**src/rtl/gac_reduce_pkg.sv**
```systemverilog
// Shared op encoding and tree-shape helpers for the gac_reduce_tree_pipe pipelined reduction tree.
package gac_reduce_pkg;

   typedef enum logic [1:0] {
      OP_OR   = 2'b00,
      OP_AND  = 2'b01,
      OP_XOR  = 2'b10,
      OP_XNOR = 2'b11
   } op_e;

   function automatic int calc_depth(input int n);
      return $clog2(n);
   endfunction

   function automatic int calc_nstg(input int depth, input int lvl_per_stg);
      return (depth + lvl_per_stg - 1) / lvl_per_stg;
   endfunction

   // Width of the tree after k levels; an odd element passes through, hence the round-up.
   function automatic int level_width(input int n, input int k);
      int w;
      w = n;
      for (int i = 0; i < k; i++) begin
         w = (w + 1) / 2;
      end
      return w;
   endfunction

   function automatic int level_offset(input int n, input int k);
      int off;
      off = 0;
      for (int j = 0; j < k; j++) begin
         off += level_width(n, j);
      end
      return off;
   endfunction

   function automatic int stage_level(input int s, input int lvl_per_stg, input int depth);
      return (s * lvl_per_stg < depth) ? s * lvl_per_stg : depth;
   endfunction

   function automatic int bnd_width(input int n, input int s, input int lvl_per_stg,
                                    input int depth);
      return level_width(n, stage_level(s, lvl_per_stg, depth));
   endfunction

   function automatic int bnd_offset(input int n, input int s, input int lvl_per_stg,
                                     input int depth);
      int off;
      off = 0;
      for (int j = 0; j < s; j++) begin
         off += bnd_width(n, j, lvl_per_stg, depth);
      end
      return off;
   endfunction

endpackage

```
**src/rtl/gac_reduce_stage.sv**
```systemverilog
// One pipeline stage of the reduction tree: N_LVL gate levels feeding a valid/op/data register.
// XOR/XNOR gates exist only when GAC_REDUCE_XOR_EN is defined; otherwise in_op[1] is ignored.
module gac_reduce_stage
   import gac_reduce_pkg::*;
#(
   parameter int W_IN    = 2,
   parameter int W_OUT   = 1,
   parameter int N_LVL   = 1,
   parameter bit IS_LAST = 1'b1
) (
   input  logic             clk,
   input  logic             rst,
   input  logic             in_valid,
   output logic             in_ready,
   input  logic [W_IN-1:0]  in_data,
   input  logic [1:0]       in_op,
   output logic             out_valid,
   input  logic             out_ready,
   output logic [W_OUT-1:0] out_data,
   output logic [1:0]       out_op
);

   localparam int NODES    = level_offset(W_IN, N_LVL + 1);
   localparam int OFF_LAST = level_offset(W_IN, N_LVL);

   function automatic logic combine(input logic [1:0] op, input logic a, input logic b);
`ifdef GAC_REDUCE_XOR_EN
      if (op[1]) begin
         return a ^ b;
      end
`endif
      return op[0] ? (a & b) : (a | b);
   endfunction

   logic [NODES-1:0] node;
   logic [W_OUT-1:0] reduced;
   logic [W_OUT-1:0] next_data;
   logic             valid_q;
   logic [W_OUT-1:0] data_q;
   logic [1:0]       op_q;

   assign node[W_IN-1:0] = in_data;

   // Every level's nodes are packed back to back so all bits are driven and consumed.
   for (genvar k = 0; k < N_LVL; k++) begin : g_lvl
      localparam int WK    = level_width(W_IN, k);
      localparam int WN    = level_width(W_IN, k + 1);
      localparam int OFF_K = level_offset(W_IN, k);
      localparam int OFF_N = level_offset(W_IN, k + 1);
      for (genvar i = 0; i < WN; i++) begin : g_node
         if (2 * i + 1 < WK) begin : g_pair
            assign node[OFF_N+i] = combine(in_op, node[OFF_K+2*i], node[OFF_K+2*i+1]);
         end else begin : g_pass
            assign node[OFF_N+i] = node[OFF_K+2*i];
         end
      end
   end

   assign reduced = node[OFF_LAST +: W_OUT];

`ifdef GAC_REDUCE_XOR_EN
   // XNOR travels as an XOR tree and is inverted once, just before the output register.
   assign next_data = reduced ^ {W_OUT{IS_LAST && (op_e'(in_op) == OP_XNOR)}};
`else
   assign next_data = reduced;
`endif

   assign in_ready = !valid_q || out_ready;

   always_ff @(posedge clk or posedge rst) begin
      if (rst) begin
         valid_q <= 1'b0;
         data_q  <= '0;
         op_q    <= OP_OR;
      end else if (in_ready) begin
         valid_q <= in_valid;
         if (in_valid) begin
            data_q <= next_data;
            op_q   <= in_op;
         end
      end
   end

   assign out_valid = valid_q;
   assign out_data  = data_q;
   assign out_op    = op_q;

endmodule

```
**src/rtl/gac_reduce_tree_pipe.sv**
```systemverilog
// Pipelined balanced OR/AND(/XOR/XNOR) reduction of N_IN bits with valid/ready flow control.
// Optional macro GAC_REDUCE_XOR_EN enables the XOR and XNOR ops.
module gac_reduce_tree_pipe
   import gac_reduce_pkg::*;
#(
   parameter int N_IN        = 6,
   parameter int LVL_PER_STG = 1
) (
   input  logic            clk,
   input  logic            rst,
   input  logic            in_valid,
   output logic            in_ready,
   input  logic [N_IN-1:0] in_data,
   input  logic [1:0]      in_op,
   output logic            out_valid,
   input  logic            out_ready,
   output logic            out_z
);

   localparam int DEPTH = calc_depth(N_IN);
   localparam int NSTG  = calc_nstg(DEPTH, LVL_PER_STG);
   localparam int BUS_W = bnd_offset(N_IN, NSTG + 1, LVL_PER_STG, DEPTH);

   logic [NSTG:0]     valid_chain;
   logic [NSTG:0]     ready_chain;
   logic [2*NSTG+1:0] op_chain;
   logic [BUS_W-1:0]  data_bus;

   assign valid_chain[0]    = in_valid;
   assign op_chain[1:0]     = in_op;
   assign data_bus[N_IN-1:0] = in_data;
   assign in_ready          = ready_chain[0];
   assign ready_chain[NSTG] = out_ready;
   assign out_valid         = valid_chain[NSTG];
   assign out_z             = data_bus[BUS_W-1];

   // Stage s covers tree levels [s*LVL_PER_STG, (s+1)*LVL_PER_STG), clipped to DEPTH.
   for (genvar s = 0; s < NSTG; s++) begin : g_stg
      localparam int LV_A  = stage_level(s, LVL_PER_STG, DEPTH);
      localparam int LV_B  = stage_level(s + 1, LVL_PER_STG, DEPTH);
      localparam int W_I   = level_width(N_IN, LV_A);
      localparam int W_O   = level_width(N_IN, LV_B);
      localparam int OFF_I = bnd_offset(N_IN, s, LVL_PER_STG, DEPTH);
      localparam int OFF_O = bnd_offset(N_IN, s + 1, LVL_PER_STG, DEPTH);

      gac_reduce_stage #(
         .W_IN   (W_I),
         .W_OUT  (W_O),
         .N_LVL  (LV_B - LV_A),
         .IS_LAST(s == NSTG - 1)
      ) u_stage (
         .clk      (clk),
         .rst      (rst),
         .in_valid (valid_chain[s]),
         .in_ready (ready_chain[s]),
         .in_data  (data_bus[OFF_I +: W_I]),
         .in_op    (op_chain[2*s +: 2]),
         .out_valid(valid_chain[s+1]),
         .out_ready(ready_chain[s+1]),
         .out_data (data_bus[OFF_O +: W_O]),
         .out_op   (op_chain[2*s+2 +: 2])
      );
   end

endmodule

```
**config.mk**
```make
export PLATFORM = sky130hd
export DESIGN_NAME = gac_reduce_tree_pipe
export DESIGN_NICKNAME = d
export VERILOG_FILES = /design/src/rtl/gac_reduce_pkg.sv /design/src/rtl/gac_reduce_stage.sv /design/src/rtl/gac_reduce_tree_pipe.sv
export SDC_FILE = /design/constraint.sdc
export NUM_CORES = 1
export LEC_CHECK = 0
export CORE_AREA = 2 2 39 41
export DETAILED_ROUTE_END_ITERATION = 12
export DIE_AREA = 0 0 41 43
export DONT_BUFFER_PORTS = 1
export HOLD_SLACK_MARGIN = 0.06
export PLACE_DENSITY = 0.57
export SETUP_SLACK_MARGIN = 0.5
export SYNTH_ARGS = -nofsm -noshare
export SYNTH_HDL_FRONTEND = slang
export SYNTH_SLANG_ARGS = --single-unit
```
**constraint.sdc**
```tcl
create_clock -name clk -period 1.12 [get_ports clk]
set_input_delay 0.336 -clock clk [delete_from_list [all_inputs] [get_ports clk]]
set_output_delay 0.336 -clock clk [all_outputs]
set_load 0.03 [all_outputs]
```
==> results of run 1 <==
-- flip-flops by register name (all words and copies together), names as in the netlist --
register,count
g_stg.u_stage.out_data,6
g_stg.u_stage.out_op,2
g_stg.u_stage.out_valid,3
-- stage by stage --
stage / power (mW) / utilization, % / TNS [ps] / instance area [um2] / cells
5_1_grt: 1.20 / 47.9 / -1100 / 663 / 66
6_report: 1.14 / 47.9 / -707 / 663 / 66
3_3_place_gp: 0.838 / 41.7 / 0 / 577 / 57
4_1_cts: 1.15 / 47.7 / -764 / 661 / 66
2_1_floorplan: 0.802 / - / -667 / 542 / 39
3_5_place_dp: 0.856 / 41.7 / 0 / 577 / 57
-- how the worst max path moves through the flow --
| stage | from | end | slack (ps) | depth (start not counted) |
|---|---|---|---|---|
| final | g_stg[2].u_stage.out_valid$_DFFE_PP0P_ | in_ready | -160 | 2 |
| after global routing | g_stg[2].u_stage.out_valid$_DFFE_PP0P_ | in_ready | -200 | 2 |
| after CTS | g_stg[2].u_stage.out_valid$_DFFE_PP0P_ | in_ready | -160 | 2 |
| after detailed placement | g_stg[1].u_stage.out_valid$_DFFE_PP0P_ | g_stg[1].u_stage.out_op[0]$_DFFE_PP0P_ | 30 | 3 |
| after global placement | g_stg[1].u_stage.out_valid$_DFFE_PP0P_ | g_stg[1].u_stage.out_op[0]$_DFFE_PP0P_ | 50 | 3 |
| after floorplan | g_stg[2].u_stage.out_valid$_DFFE_PP0P_ | g_stg[0].u_stage.out_data[0]$_DFFE_PP0P_ | -150 | 3 |
-- worst register-to-register path, stage by stage (launching register included) --
cell and delay [ps]:
dfrtp_2 430, buf_4 160, nand3b_1 110, nand2_2 100, mux2_4 300
-- cells by family (layout without fill, tap and decap cells) --
family | count (synthesis) | after routing | share of synthesized area (%)
muxes | 8 | 8 | 18.3
DFF | 11 | 11 | 55.8
AOI/OAI and AO/OA | 2 | 2 | 2.03
buffers and inverters | 2 | 13 | 1.52
and+or+nand+nor | 13 | 13 | 15.5
adders and majority gates | 3 | 3 | 6.85
-- synthesized netlist by cell type --
cell type / instances
dfrtp_1: 11
nand3b_1: 1
inv_1: 1
mux2_2: 8
nand4b_2: 1
inv_2: 1
nand2b_1: 4
nand2_1: 4
nor2_1: 2
nand2_2: 1
maj3_2: 3
a21oi_1: 2
-- cell type report --
class,count,area [um2],share of cell area [%]
Multi-Input combinational cell,26,274,41.3
Inverter,2,7.51,1.13
Tap cell,16,20.0,3.02
Clock buffer,4,26.3,3.96
Timing Repair Buffer,7,56.3,8.49
Sequential cell,11,279,42.1
-- layer usage --
metal  vias up  global-route usage (%)
met5         -                       0
met4         0                    4.00
met3         2                    5.24
met2        14                    22.2
met1       161                    13.6
li1        154                       -
-- report_power, final --
group,total (mW),internal [mW],switching (mW)
logic,0.287,0.187,0.101
clock network,0.260,0.138,0.122
registers,0.596,0.489,0.107
-- repair_timing --
item	CTS	global route
pin swaps	2	2
endpoints found under the hold margin	11	11
buffers inserted	5	0
gates resized for setup	4	1
endpoints found under the setup margin	14	14
==> key figures, run 1 <==
Outcome
  • Outcome: finished, violations left
  • Failing checks: hold timing, setup timing

Detailed routing
  • Vias per cell: 5.02
  • WL/cell: 13.9 um
  • Met3 wire len: 55 um
  • Vias after detailed routing: 331
  • Routed Antenna Nets: 0
  • Metal-1 WL: 345 um
  • Drt first pass iters: 2
  • DRC: 0
  • Uppermost layer routed: met4
  • Drt initial violations: 1
  • Met2 routed WL: 508 um
  • Final wirelength: 919 um

Critical path
  • Crit-path slowest cell: dfrtp_2
  • R2R cell count: 4
  • Nature of the critical path endpoint: primary output
  • CP Class: flop to primary output
  • Crit-path cells: nand4b_4 -> buf_6
  • Max incr delay on CP: 430 ps
  • Worst reg-to-reg setup slack: -90 ps
  • Worst-path maximum fanout: 3
  • CP Buf/Inv Count: 1
  • Worst setup SP type: flop
  • Crit-path leading delay family: flip-flops
  • Crit path DAT: 940 ps
  • Reg2reg end: g_stg[1].u_stage.out_op[0]$_DFFE_PP0P_
  • Critical Path RT: 780 ps
  • Reg2reg start: g_stg[2].u_stage.out_valid$_DFFE_PP0P_

Timing
  • Pins Over Slew Limit: 0
  • Final hold vios: 11
  • Fmax: 784 MHz
  • Final setup viols: 10
  • Unrepaired setup endpoints after global routing: true
  • Worst hold slack: -52.2 ps
  • Final worst setup slack: -156 ps
  • Worst slew pin tran: 414 ps
  • Rel. slew slack: 72.4%
  • Layout Skew: 0.898 ps
  • Final period utilization: 114%
  • Post-layout min period: 1280 ps

Synth
  • Post-synth top area share: 55.8%
  • Cell taking the most area after synthesis: dfrtp_1
  • Synthesized instance count: 39
  • Yosys warning total: 0
  • Syn Area/Cell: 12.6 um2
  • Post-Syn Nets: 51
  • Distinct cell type count after synthesis: 12
  • Area contributors post-synth: dfrtp_1 56%, mux2_2 18%, maj3_2 6.9%, nand2b_1 5.1%, nand2_1 3.0%
  • Number of synthesized register bits: 11
  • Cell Area, Synth: 493 um2
  • Register area share after synthesis: 55.8%

Global routing
  • Grt ovf: 0
  • First-pass GRT wire length: 1.45 mm
  • Largest net degree at the start of global routing: 12
  • Vias in the first global route: 351
  • GRT Overall Usage: 13.0%
  • Initial antenna violation count: 0

Flow run
  • Max-cap viol count: 0

Layout
  • Most frequent cells in the layout: 8 x mux2_4, 8 x dfrtp_1, 6 x buf_4
  • Layout cell share with drive strength beyond 1: 62.0%
  • P&R area growth vs syn: 34.5%
  • Antenna cells: 0
  • Fillers: 129
  • NumNets Final: 63

Power
  • Static Leakage: 0.318 nW
  • PwrDens: 1720 nW/um2
  • Max IR drop VDD: 0.000891 V

Clock network
  • Root buf cell: clkbuf_4
  • CTS tree: built
  • Reg clk slew, reported paths: 70 ps
  • Total CTS buffers: 3
  • Clock Latency Late Sink: 260 ps
  • Htree depth: 1
  • Sink Count: 11
  • CTS Buffer Depth: 2

Floorplan
  • Die W: 41 um
  • Core area: 1380 um2
  • Initial Util: 35.6%
  • Die area: 1760 um2
  • Die H: 43 um
  • Io pins: 15
  • FP Rows: 14

Min path
  • Worst hold path class: input port to asynchronous set/reset pin

Placement
  • Post-Place Worst Slack: 25.4 ps
  • DP Wirelength: 699 um
  • Port bufs: 0
  • Final RePlAce weighted congestion: 0.724
Note: power is estimated with default switching activity, not from simulation.
==> run 2, diff against run 1 <==
--- a/config.mk
+++ b/config.mk
@@ -5,12 +5,13 @@
 export SDC_FILE = /design/constraint.sdc
 export NUM_CORES = 1
 export LEC_CHECK = 0
-export CORE_AREA = 2 2 39 41
+export CORE_AREA = 3 3 40 42
 export DETAILED_ROUTE_END_ITERATION = 12
-export DIE_AREA = 0 0 41 43
+export DIE_AREA = 0 0 43 45
 export DONT_BUFFER_PORTS = 1
 export HOLD_SLACK_MARGIN = 0.06
-export PLACE_DENSITY = 0.57
+export PLACE_DENSITY = 0.55
+export REMOVE_ABC_BUFFERS = 1
 export SETUP_SLACK_MARGIN = 0.5
 export SYNTH_ARGS = -nofsm -noshare
 export SYNTH_HDL_FRONTEND = slang
==> constraint.sdc (replaced) <==
create_clock -name clk -period 1.2 [get_ports clk]
set_input_delay 0.36 -clock clk [delete_from_list [all_inputs] [get_ports clk]]
set_output_delay 0.36 -clock clk [all_outputs]
set_load 0.03 [all_outputs]
==> key figures, run 2 (same netlist as run 1, synthesis figures left out) <==
Outcome
  • Outcome: finished, violations left
  • Failing checks: hold timing, setup timing

Clock network
  • Clock Latency Late Sink: 260 ps (about the same)
  • Reg clk slew, reported paths: 70 ps (about the same)
  • Htree depth: 1 (unchanged)
  • Root buf cell: clkbuf_4
  • Total CTS buffers: 3 (unchanged)
  • Sink Count: 11 (unchanged)
  • CTS Buffer Depth: 2 (unchanged)
  • CTS tree: built

Timing
  • Worst slew pin tran: 415 ps (+1.21 ps)
  • Unrepaired setup endpoints after global routing: true
  • Final worst setup slack: -127 ps (+29.0 ps)
  • Final period utilization: 111%
  • Setup TNS: -356 ps (+351 ps)
  • Fmax: 753 MHz
  • Worst hold slack: -30.3 ps (+21.9 ps)
  • Pins Over Slew Limit: 0 (unchanged)
  • Post-layout min period: 1330 ps
  • Rel. slew slack: 72.3% (-0.081 points)
  • Final hold vios: 11 (unchanged)
  • Final setup viols: 9 (-1)
  • Layout Skew: 0.804 ps (-0.0943 ps)

Global routing
  • GRT Overall Usage: 11.7% (-1.2 points)
  • Largest net degree at the start of global routing: 12 (unchanged)
  • Vias in the first global route: 364 (+3.7%)
  • Initial antenna violation count: 0 (unchanged)
  • First-pass GRT wire length: 1.57 mm (+8.6%)
  • Grt ovf: 0 (unchanged)

Layout
  • Fillers: 115 (-11%)
  • Antenna cells: 0 (unchanged)
  • Layout cell share with drive strength beyond 1: 56.0% (-6.0 points)
  • Multi-input gate area: 251 um2 (-8.2%)
  • Commonest non-fill, non-tap cell in the layout: dfrtp_1
  • NumNets Final: 63 (unchanged)
  • Register Area: 277 um2 (-0.90%)
  • Most frequent cells in the layout: 10 x dfrtp_1, 4 x mux2_2, 4 x mux2_4, 4 x buf_6
  • P&R area growth vs syn: 31.5%
  • Max reg flops: 6 (unchanged)

Detailed routing
  • Metal-1 WL: 328 um (-4.9%)
  • Drt initial violations: 5 (+4)
  • Vias after detailed routing: 326 (-1.5%)
  • Met2 routed WL: 526 um (+3.5%)
  • Final wirelength: 924 um (+0.54%)
  • Drt first pass iters: 4 (+2)
  • Uppermost layer routed: met4
  • Routed Antenna Nets: 0 (unchanged)
  • DRC: 0 (unchanged)
  • Met3 wire len: 47 um (-15%)
  • WL/cell: 14.2 um (+2.1%)
  • Vias per cell: 5.02 (about the same)

Floorplan
  • Die area: 1940 um2 (+9.8%)
  • FP Rows: 13 (-1)
  • Die W: 43 um (+4.9%)
  • Io pins: 15 (unchanged)
  • Initial Util: 38.4% (+2.7 points)
  • Die H: 45 um (+4.7%)
  • Core area: 1280 um2 (-7.1%)

Power
  • Cell internal pwr: 746 uW (-8.3%)
  • Switch share: 29.2% (+0.36 points)
  • Pwr Total: 1.05 mW (-7.8%)
  • Max IR drop VDD: 0.000534 V (-40%)
  • PwrDens: 1630 nW/um2 (-5.7%)
  • Total net switching power: 308 uW (-6.7%)
  • Static Leakage: 0.300 nW (-5.8%)
  • Clock power frac: 23.4% (+0.7 points)
  • Comb pwr share: 24.4% (-0.7 points)
  • Sequential power share: 52.2% (about the same)

Critical path
  • Crit-path slowest cell: dfrtp_1
  • Reg2reg end: g_stg[1].u_stage.out_data[0]$_DFFE_PP0P_
  • Worst-path maximum fanout: 2 (-1)
  • CP Class: flop to primary output
  • Nature of the critical path endpoint: primary output
  • Worst setup SP type: flop
  • Crit path DAT: 970 ps (+30 ps)
  • Crit-path cells: nand4b_4 -> buf_6
  • Max incr delay on CP: 420 ps (about the same)
  • Worst reg-to-reg setup slack: -20 ps (+70 ps)
  • R2R cell count: 4 (unchanged)
  • Reg2reg start: g_stg[2].u_stage.out_valid$_DFFE_PP0P_
  • Critical Path RT: 840 ps (+60 ps)

Placement
  • DP Wirelength: 632 um (-9.6%)
  • Port bufs: 0 (unchanged)
  • Final RePlAce weighted congestion: 0.670 (-7.5%)

Min path
  • Worst hold path class: input port to asynchronous set/reset pin

Flow run
  • Max-cap viol count: 0 (unchanged)
run 2: timing repair:
action,CTS,global route
pin swaps,2,2
buffers inserted,3,2
endpoints found under the setup margin,14,14
resized for setup,12,2
hold endpoints to repair,11,11
run 2: power groups by stage:
stage / clock network [mW] / registers (mW) / logic, mW
after floorplan: 0 / 0.539 / 0.142
after detailed placement: 0 / 0.550 / 0.176
after global placement: 0 / 0.544 / 0.169
final: 0.247 / 0.551 / 0.257
after CTS: 0.262 / 0.551 / 0.231
after global routing: 0.273 / 0.567 / 0.285
run 2: layout make-up:
| cell class | instances | area share (%) |
|---|---|---|
| clock buffers | 4 | 4.05 |
| inverters | 2 | 1.16 |
| multi-input cells | 26 | 38.8 |
| flip-flops and latches | 11 | 42.7 |
| well taps | 15 | 2.90 |
| repair buffers | 7 | 10.4 |
run 2: per-layer routing:
metal  track usage (%)  up-vias
li1                  -      155
met1              12.1      155
met2              20.1       12
met3              2.39        4
met4              10.8        0
met5                 0        -
run 2: stage by stage:
stage,cells,utilization (%),hold WS [ps],cell area (um2),setup slack [ps]
2_1_floorplan,39,-,212,493,-322
3_3_place_gp,56,41.0,251,527,41.3
3_5_place_dp,56,41.0,265,527,32.7
4_1_cts,63,48.8,-28.1,627,-147
5_1_grt,65,50.4,-6.45,648,-169
6_report,65,50.4,-30.3,648,-127
run 2: worst max path at each step:
stage | startpoint | to | slack, ps | cells past startpoint
CTS | g_stg[2].u_stage.out_valid$_DFFE_PP0P_ | in_ready | -150 | 2
finish | g_stg[2].u_stage.out_valid$_DFFE_PP0P_ | in_ready | -130 | 2
global placement | out_ready | g_stg[0].u_stage.out_data[1]$_DFFE_PP0P_ | 40 | 3
detailed placement | out_ready | g_stg[0].u_stage.out_op[0]$_DFFE_PP0P_ | 30 | 3
floorplan | g_stg[2].u_stage.out_valid$_DFFE_PP0P_ | g_stg[0].u_stage.out_data[0]$_DFFE_PP0P_ | -320 | 3
global route | g_stg[2].u_stage.out_valid$_DFFE_PP0P_ | in_ready | -170 | 2
run 2: worst max-delay path, delay by kind of cell, from the launching register on:
family	cells	cell delay (ps)
buffers and inverters	1	160
flip-flops	1	420
AND/OR/NAND/NOR	1	130
==> run 3, diff against run 2 <==
--- a/config.mk
+++ b/config.mk
@@ -5,12 +5,13 @@
 export SDC_FILE = /design/constraint.sdc
 export NUM_CORES = 1
 export LEC_CHECK = 0
+export ABC_AREA = 1
 export CORE_AREA = 3 3 40 42
 export DETAILED_ROUTE_END_ITERATION = 12
 export DIE_AREA = 0 0 43 45
 export DONT_BUFFER_PORTS = 1
 export HOLD_SLACK_MARGIN = 0.06
-export PLACE_DENSITY = 0.55
+export PLACE_DENSITY = 0.58
 export REMOVE_ABC_BUFFERS = 1
 export SETUP_SLACK_MARGIN = 0.5
 export SYNTH_ARGS = -nofsm -noshare
==> key figures, run 3 <==
Detailed routing
  • Drt initial violations: 4 (-1)
  • Vias after detailed routing: 422 (+29%)
  • DRC: 0 (unchanged)
  • Drt first pass iters: 5 (+1)
  • WL/cell: 10.4 um (-27%)
  • Routed Antenna Nets: 0 (unchanged)
  • Final wirelength: 939 um (+1.6%)
  • Vias per cell: 4.69 (-6.5%)

Synth
  • Synth Flop Type: dfrtp_1
  • Ys async rst share: 100% (unchanged)
  • Post-synth top area share: 52.6% (-3.2 points)
  • Distinct cell type count after synthesis: 9 (-3)
  • Yosys warning total: 0 (unchanged)
  • Number of flops mapped to enable cells by yosys: 0 (unchanged)
  • Area contributors post-synth: dfrtp_1 53%, nand2_1 27%, nand3_1 4.8%, nand4_4 4.1%, inv_1 3.6%
  • Cell taking the most area after synthesis: dfrtp_1
  • Number of synthesized register bits: 11 (unchanged)
  • Register area share after synthesis: 52.6% (-3.2 points)
  • Syn Area/Cell: 7.69 um2 (-39%)
  • Synthesized instance count: 68 (+74%)
  • Cell Area, Synth: 523 um2 (+6.1%)
  • Most frequent cell after synthesis: nand2_1
  • Synth cell count leaders: 37 x nand2_1, 11 x dfrtp_1, 5 x inv_1, 5 x nand3_1, 3 x inv_2

Timing
  • Rel. slew slack: 72.2% (about the same)
  • Final worst setup slack: -72.2 ps (+54.9 ps)
  • Unrepaired setup endpoints after global routing: true
  • Final period utilization: 106% (-4.6 points)
  • Fmax: 786 MHz (+4.3%)
  • Pins Over Slew Limit: 0 (unchanged)
  • Layout Skew: 2.03 ps (+1.22 ps)
  • Final hold vios: 11 (unchanged)
  • Worst hold slack: -29.3 ps (+0.966 ps)
  • Worst slew pin tran: 416 ps (+0.911 ps)
  • Final setup viols: 2 (-7)
  • Post-layout min period: 1270 ps (-54.9 ps)

Clock network
  • Sink Count: 11 (unchanged)
  • CTS tree: built
  • Total CTS buffers: 3 (unchanged)
  • Htree depth: 1 (unchanged)
  • Reg clk slew, reported paths: 70 ps (about the same)
  • CTS Buffer Depth: 2 (unchanged)
  • Clock Latency Late Sink: 260 ps (about the same)
  • Root buf cell: clkbuf_4

Global routing
  • Met1 GRT Util: 12.8% (+0.69 points)
  • Largest net degree at the start of global routing: 12 (unchanged)
  • GR peak layer: met2
  • Global routing usage on met3: 5.18% (+2.8 points)
  • Initial antenna violation count: 0 (unchanged)
  • GRT Overall Usage: 11.0% (-0.69 points)
  • Vias in the first global route: 399 (+9.6%)
  • Grt ovf: 0 (unchanged)
  • GRT met2 Usage: 18.3% (-1.8 points)
  • First-pass GRT wire length: 1.58 mm (+0.45%)

Power
  • Max IR drop VDD: 0.000886 V (+66%)
  • Sequential power share: 52.7% (+0.5 points)
  • Total net switching power: 402 uW (+30%)
  • Switch share: 35.7% (+6.5 points)
  • Cell internal pwr: 723 uW (-3.1%)
  • Clock power frac: 21.5% (-1.9 points)
  • Comb pwr share: 25.8% (+1.4 points)
  • Static Leakage: 0.332 nW (+11%)
  • PwrDens: 1900 nW/um2 (+17%)

Flow run
  • Max-cap viol count: 0 (unchanged)

Outcome
  • Failing checks: hold timing, setup timing
  • Outcome: finished, violations left

Placement
  • Post-Place Worst Slack: 180 ps (+147 ps)
  • Final RePlAce weighted congestion: 0.709 (+5.7%)
  • DP Wirelength: 699 um (+11%)
  • Port bufs: 0 (unchanged)

Min path
  • Worst hold path class: input port to asynchronous set/reset pin

Layout
  • Fillers: 136 (+18%)
  • Commonest non-fill, non-tap cell in the layout: nand2_1
  • P&R area growth vs syn: 13.2%
  • Most frequent cells in the layout: 37 x nand2_1, 10 x dfrtp_1, 5 x inv_1, 5 x nand3_1
  • Layout cell share with drive strength beyond 1: 17.3% (-39 points)
  • Antenna cells: 0 (unchanged)
  • NumNets Final: 88 (+40%)
  • Max reg flops: 6 (unchanged)

Floorplan
  • Io pins: 15 (unchanged)
  • Die H: 45 um (unchanged)
  • Die area: 1940 um2 (unchanged)
  • Initial Util: 40.7% (+2.3 points)
  • Die W: 43 um (unchanged)
  • Core area: 1280 um2 (unchanged)
  • FP Rows: 13 (unchanged)

Critical path
  • Crit-path cells: nand4_4
  • Max incr delay on CP: 410 ps (about the same)
  • Worst-path maximum fanout: 7 (+5)
  • CP Class: flop to primary output
  • Crit-path leading delay family: flip-flops
  • Worst setup SP type: flop
  • Critical Path RT: 840 ps (about the same)
  • Crit path DAT: 910 ps (-60 ps)
  • CP Buf/Inv Count: 0 (-1)
  • Nature of the critical path endpoint: primary output
  • Worst reg-to-reg setup slack: 160 ps (+180 ps)
  • Crit-path slowest cell: dfrtp_1
==> run 3: cell types whose count changed after synthesis, sizes merged <==
cell | before | now
a21oi | 2 | 0
inv | 2 | 8
maj3 | 3 | 0
mux2 | 8 | 0
nand2 | 5 | 39
nand2b | 4 | 0
nand3 | 0 | 5
nand3b | 1 | 0
nand4 | 0 | 1
nand4b | 1 | 0
nor2 | 2 | 0
o21ai | 0 | 4
==> run 3: layout make-up <==
| type | count | area (um2) | area share [%] |
|---|---|---|---|
| Timing Repair Buffer | 3 | 22.5 | 3.81 |
| Clock buffer | 4 | 26.3 | 4.44 |
| Sequential cell | 11 | 277 | 46.7 |
| Multi-Input combinational cell | 49 | 218 | 36.8 |
| Tap cell | 15 | 18.8 | 3.17 |
| Inverter | 8 | 30.0 | 5.07 |
==> run 3: final timing paths <==
| kind | start | cells past startpoint | to |
|---|---|---|---|
| min reg2reg | g_stg[0].u_stage.out_op[0]$_DFFE_PP0P_ | 2 | g_stg[0].u_stage.out_op[0]$_DFFE_PP0P_ |
| min | rst | 1 | g_stg[1].u_stage.out_data[0]$_DFFE_PP0P_ |
| max in group asynchronous | rst | 1 | g_stg[2].u_stage.out_data$_DFFE_PP0P_ |
| max reg2reg | g_stg[1].u_stage.out_valid$_DFFE_PP0P_ | 6 | g_stg[1].u_stage.out_data[0]$_DFFE_PP0P_ |
| max | g_stg[2].u_stage.out_valid$_DFFE_PP0P_ | 1 | in_ready |
| min in group clk | in_valid | 2 | g_stg[0].u_stage.out_data[0]$_DFFE_PP0P_ |
==> run 3: metal layers <==
metal,routed length [um],up-vias
met5,0,-
met4,0,0
met3,59,0
met2,460,11
met1,419,188
li1,-,223
==> run 3: power by group through the flow <==
stage | combinational, mW | sequential (mW) | clock (mW)
2_1_floorplan | 0.185 | 0.608 | 0
3_3_place_gp | 0.261 | 0.593 | 0
3_5_place_dp | 0.266 | 0.595 | 0
4_1_cts | 0.268 | 0.593 | 0.258
5_1_grt | 0.325 | 0.602 | 0.281
6_report | 0.290 | 0.592 | 0.242
==> run 3: kinds of logic (layout without fill, tap and decap cells) <==
logic type | count (synthesis) | count (layout) | share of synthesized area, %
buffers and inverters | 8 | 15 | 5.74
AOI/OAI and AO/OA | 4 | 4 | 3.83
DFF | 11 | 11 | 52.6
and+or+nand+nor | 45 | 45 | 37.8
==> run 3: stage by stage <==
stage	power, mW	instances	utilization, %	TNS, ps	area [um2]
after global placement	0.854	84	42.7	0	549
after detailed placement	0.861	84	42.7	0	549
after floorplan	0.794	68	-	0	523
final	1.12	90	46.1	-100	592
after CTS	1.12	88	44.9	-131	577
after global routing	1.21	90	46.1	-191	592
==> run 3: timing repair <==
| action | CTS | global route |
|---|---|---|
| buffers inserted | 0 | 2 |
| pin swaps | 1 | 1 |
| endpoints found under the setup margin | 14 | 14 |
| endpoints found under the hold margin | 11 | 11 |
| gates resized for setup | 1 | 0 |
